`config.mk`:
```
export PLATFORM = sky130hd
export DESIGN_NAME = uart_word_tx
export DESIGN_NICKNAME = d
export VERILOG_FILES = /design/src/rtl/uart_word_tx.sv
export SDC_FILE = /design/constraint.sdc
export NUM_CORES = 1
export LEC_CHECK = 0
export BUFFER_PORTS_ARGS = -buffer_cell sky130_fd_sc_hd__buf_2
export CORE_ASPECT_RATIO = 1.4
export CORE_MARGIN = 5
export CORE_UTILIZATION = 34
export CTS_BUF_LIST = sky130_fd_sc_hd__clkbuf_4 sky130_fd_sc_hd__clkbuf_8
export CTS_CLUSTER_DIAMETER = 200
export DETAILED_ROUTE_END_ITERATION = 16
export PLACE_DENSITY = 0.52
export SYNTH_ARGS = -nofsm -noshare
export SYNTH_HDL_FRONTEND = slang
export SYNTH_SLANG_ARGS = --single-unit
```
`constraint.sdc`:
```
create_clock -name clk -period 1.5 [get_ports clk]
set_input_delay 0.075 -clock clk [delete_from_list [all_inputs] [get_ports clk]]
set_output_delay 0.075 -clock clk [all_outputs]
set_load 0.1 [all_outputs]
```
`src/rtl/uart_word_tx.sv`:
```
// UART word transmitter: sends a WORD_LENGTH-bit word as WORD_LENGTH/8 back-to-back
// 8N1 frames, least-significant byte first, then pulses TX_flag for one cycle.
module uart_word_tx #(
    parameter int WORD_LENGTH  = 32,
    parameter int CLKS_PER_BIT = 434
) (
    input  logic                   clk,
    input  logic                   reset,
    input  logic                   SerialOutEn,
    input  logic [WORD_LENGTH-1:0] SerialData,
    output logic                   tx,
    output logic                   busy,
    output logic                   TX_flag
);

    localparam int NUM_BYTES = WORD_LENGTH / 8;
    localparam int BYTE_W    = (NUM_BYTES > 1) ? $clog2(NUM_BYTES) : 1;
    localparam int BAUD_W    = $clog2(CLKS_PER_BIT);

    localparam logic [BAUD_W-1:0] BAUD_LAST = BAUD_W'(CLKS_PER_BIT - 1);
    localparam logic [BYTE_W-1:0] BYTE_LAST = BYTE_W'(NUM_BYTES - 1);

    typedef enum logic [2:0] {
        IDLE,
        START,
        DATA,
        STOP,
        DONE
    } state_t;

    state_t                 state_q;
    logic                   en_q;
    logic [WORD_LENGTH-1:0] shift_q;
    logic [BAUD_W-1:0]      baud_cnt_q;
    logic [2:0]             bit_idx_q;
    logic [BYTE_W-1:0]      byte_idx_q;
    logic                   tx_q;
    logic                   busy_q;
    logic                   flag_q;

    logic request;
    logic baud_wrap;

    assign request   = SerialOutEn & ~en_q;
    assign baud_wrap = (baud_cnt_q == BAUD_LAST);

    // The shift register always holds the current byte in [7:0]; one right shift per
    // data bit, so after eight shifts the next byte is already in place.
    // NOTE: every register here uses <= so all updates see the same pre-edge values.
    always_ff @(posedge clk or negedge reset) begin
        if (!reset) begin
            state_q    <= IDLE;
            en_q       <= 1'b0;
            shift_q    <= '0;
            baud_cnt_q <= '0;
            bit_idx_q  <= '0;
            byte_idx_q <= '0;
            tx_q       <= 1'b1;
            busy_q     <= 1'b0;
            flag_q     <= 1'b0;
        end else begin
            en_q <= SerialOutEn;
            case (state_q)
                IDLE: begin
                    tx_q   <= 1'b1;
                    flag_q <= 1'b0;
                    if (request) begin
                        shift_q    <= SerialData;
                        baud_cnt_q <= '0;
                        bit_idx_q  <= '0;
                        byte_idx_q <= '0;
                        busy_q     <= 1'b1;
                        tx_q       <= 1'b0;
                        state_q    <= START;
                    end
                end
                START: begin
                    if (baud_wrap) begin
                        baud_cnt_q <= '0;
                        tx_q       <= shift_q[0];
                        state_q    <= DATA;
                    end else begin
                        baud_cnt_q <= baud_cnt_q + 1'b1;
                    end
                end
                DATA: begin
                    if (baud_wrap) begin
                        baud_cnt_q <= '0;
                        shift_q    <= shift_q >> 1;
                        if (bit_idx_q == 3'd7) begin
                            bit_idx_q <= '0;
                            tx_q      <= 1'b1;
                            state_q   <= STOP;
                        end else begin
                            bit_idx_q <= bit_idx_q + 1'b1;
                            tx_q      <= shift_q[1];
                        end
                    end else begin
                        baud_cnt_q <= baud_cnt_q + 1'b1;
                    end
                end
                STOP: begin
                    if (baud_wrap) begin
                        baud_cnt_q <= '0;
                        if (byte_idx_q == BYTE_LAST) begin
                            tx_q    <= 1'b1;
                            flag_q  <= 1'b1;
                            state_q <= DONE;
                        end else begin
                            byte_idx_q <= byte_idx_q + 1'b1;
                            tx_q       <= 1'b0;
                            state_q    <= START;
                        end
                    end else begin
                        baud_cnt_q <= baud_cnt_q + 1'b1;
                    end
                end
                DONE: begin
                    flag_q  <= 1'b0;
                    busy_q  <= 1'b0;
                    tx_q    <= 1'b1;
                    state_q <= IDLE;
                end
                default: begin
                    tx_q    <= 1'b1;
                    busy_q  <= 1'b0;
                    flag_q  <= 1'b0;
                    state_q <= IDLE;
                end
            endcase
        end
    end

    assign tx      = tx_q;
    assign busy    = busy_q;
    assign TX_flag = flag_q;

endmodule
```
==> results.toml <==
[yosys]
synth_top_area_cell = "dfrtp_1"
synth-async-reset-ratio_pct = 100
yosysSeqAreaShare_pct = 49.8
synth_edf_count = 0
synthFlopType = "dfrtp_1"
synthTopCellsByArea = "dfrtp_1 49%, mux2i_1 12%, nand2_1 6.2%"
yosys_register_bits = 53
ys_types = 47
avgSynthCellArea_um2 = 10.4
syn-cell-area_um2 = 2670
synth_fp_nets = 296
synth_top_area_share_pct = 48.8
synthCells = 256
yosys_warnings = 0

[job]
maxCapViolCount = 0

[detailed_routing]
wl_per_cell_um = 13.0
first_iter_violations = 62
drc = 0
dr_total_vias = 2126
routed_via_density = 4.91
drtAntennaViolNets = 0
wirelength_um = 5630
drt-pass1-iter-count = 4

[global_route]
grt_pass1_vias = 2144
grtUsageTotal_pct = 12.3
grt_first_pass_wirelength_um = 9800
grt_max_degree = 54
antenna_found_initial = 0
overflow = 0

[power]
power.density_nw_per_um2 = 1280
leakagePower_nw = 1.55
peakVddDrop_uv = 834
finalPower_mw = 4.49

[floorplanning]
start_util_pct = 34.6
fp.dieH_um = 115
rows = 38
coreArea_um2 = 7700
die_w_um = 84.8
ios = 38
dieArea_um2 = 9740

[clock_network]
numCtsBuffers = 5
cts_num_sinks = 53
clkTransAtPathRegs_ps = 90
cts_tree = "done"
ctsLongestPathBuffers = 2
cts_root_buf = "clkbuf_8"
insertion_delay_ps = 300
h-tree-depth = 2

[timing]
fin_ws_ps = -84.7
max-slew-margin-rel_pct = 67.4
setup_viol = 34
finalHoldViolations = 0
fin_skew_ps = 7.85
max_slew.worst_pin.slew_ps = 492
timing.final.crit_share_pct = 106
slew_violations = 0
fin_crit_ps = 1580
rsz0062_at_grt = "yes"
fmax_ghz = 0.631
setup-tns-final_ps = -974

[critical_path]
critPathCaptureType = "register"
cp.arrival_ps = 1780
critPathKind = "reg2reg"
cp.required_ps = 1700
worstPathMaxFanout = 2
ff2ff_setup_slack_ps = -80
startpoint_type = "register"

[placement]
placed_cell_area_um2 = 3240
routabilityCongestion = 0.791
port_buffers = 37
hpwl_um = 4020

[finish]
diodes = 0
final_nets = 372
final_area_um2 = 3510
multi_input_area_um2 = 1340
seqCellArea_um2 = 1330
fillers = 788
synthToLayoutAreaGrowth_pct = 31.8
drive_gt1_share_pct = 36.0

[status]
violations = "setup timing"
status = "finished with violations"

[min_path]
hold_path.class = "in2reg"
==> Yosys cell counts, types with 2 or more instances <==
| library cell | n |
|---|---|
| nand2_1 | 44 |
| nand2b_1 | 4 |
| o21a_1 | 2 |
| and3_1 | 2 |
| nor2_1 | 9 |
| mux2i_1 | 33 |
| a21oi_1 | 4 |
| buf_6 | 4 |
| dfrtp_1 | 52 |
| nand3_1 | 4 |
| buf_2 | 7 |
| a31oi_1 | 5 |
| o22ai_1 | 2 |
| inv_1 | 4 |
| a211o_1 | 2 |
| o21ai_1 | 10 |
| a21o_1 | 3 |
| o21ai_0 | 29 |
| ha_1 | 5 |
| clkbuf_2 | 2 |
| a41o_1 | 2 |
| buf_4 | 2 |
==> report_power, final <==
part | switching (mW) | total [mW] | internal [mW]
combinational | 0.793 | 1.58 | 0.786
sequential | 0.264 | 2.13 | 1.86
clock | 0.457 | 0.781 | 0.323
total | 1.51 | 4.49 | 2.97
==> worst max-delay path: stages, from the launching register on <==
cell and delay (ps):
dfrtp_1 390, ha_1 200, ha_2 190, a2111oi_2 440, a2111oi_2 100, a21o_1 170
==> registers in the layout, indices dropped and copies added (netlist names) <==
signal      flops
state_q         3
tx              1
en_q            1
busy            1
baud_cnt_q      9
bit_idx_q       3
TX_flag         1
byte_idx_q      2
shift_q        32
==> logic make-up after synthesis <==
family	synth area share, %
AOI/OAI and AO/OA	17.0
xor gates and xnor gates	0.657
adders and majority gates	2.35
buffers and inverters	4.65
DFF	49.8
muxes	12.4
and+or+nand+nor	13.2
==> worst paths after layout <==
kind                                    end  cells after the start            from
worst max-delay path             state_q[0]                      5    bit_idx_q[0]
worst min-delay path            shift_q[31]                      2  SerialData[31]
worst max register to register   state_q[0]                      5    bit_idx_q[0]
worst min register to register   shift_q[5]                      2      shift_q[5]
max in group asynchronous                tx                      3           reset
min in group asynchronous        shift_q[9]                      3           reset
==> stage by stage <==
stage,hold slack (ps),setup WS [ps],std cells,utilization [%]
floorplan,-221,-92.8,256,-
global placement,99.5,-174,418,42.1
detailed placement,97.4,-226,418,42.1
CTS,17.7,-68.4,432,44.9
global route,25.5,-164,433,45.6
finish,26.3,-84.7,433,45.6
==> routing by layer <==
| layer | track usage (%) | vias to the layer above | part of all wire [%] |
|---|---|---|---|
| met5 | 0 | - | 0 |
| met4 | 3.48 | 0 | 1.3 |
| met3 | 2.29 | 5 | 3.5 |
| met2 | 22.9 | 33 | 54 |
| met1 | 14.2 | 1019 | 42 |
| li1 | - | 1069 | - |
==> what timing repair did <==
| item | in CTS | in global routing |
|---|---|---|
| pin swaps | 8 | 7 |
| endpoints found under the setup margin | 51 | 51 |
| buffers inserted | 4 | 2 |
| resized for setup | 23 | 19 |
| hold buffers | 2 | 0 |
| hold endpoints to repair | 53 | 0 |
==> area by class of cell <==
| cell class | instances | area share [%] |
|---|---|---|
| Clock buffer | 5 | 1.96 |
| Clock inverter | 3 | 0.499 |
| Inverter | 4 | 0.427 |
| Multi-Input combinational cell | 183 | 38.0 |
| Sequential cell | 53 | 37.8 |
| Tap cell | 100 | 3.56 |
| Timing Repair Buffer | 85 | 17.7 |
==> cell usage in the layout, fill, tap and decap left out, drive strengths merged, types with 2 or more instances in the layout <==
cell / Yosys / layout
nand3: 4 / 4
a31oi: 5 / 5
a2111oi: 2 / 2
nand2b: 4 / 4
nand2: 44 / 44
nor2: 9 / 9
dlygate4sd3: 0 / 2
and3: 2 / 2
a211o: 2 / 2
nor3b: 2 / 2
ha: 5 / 5
o21ai: 39 / 39
buf: 13 / 83
o21a: 2 / 2
inv: 4 / 4
mux2i: 33 / 33
a41o: 2 / 2
a21o: 3 / 3
o22ai: 2 / 2
dfrtp: 52 / 52
a21oi: 4 / 4
clkbuf: 3 / 5
clkinv: 0 / 2
Power figures use the tool's default switching activity.
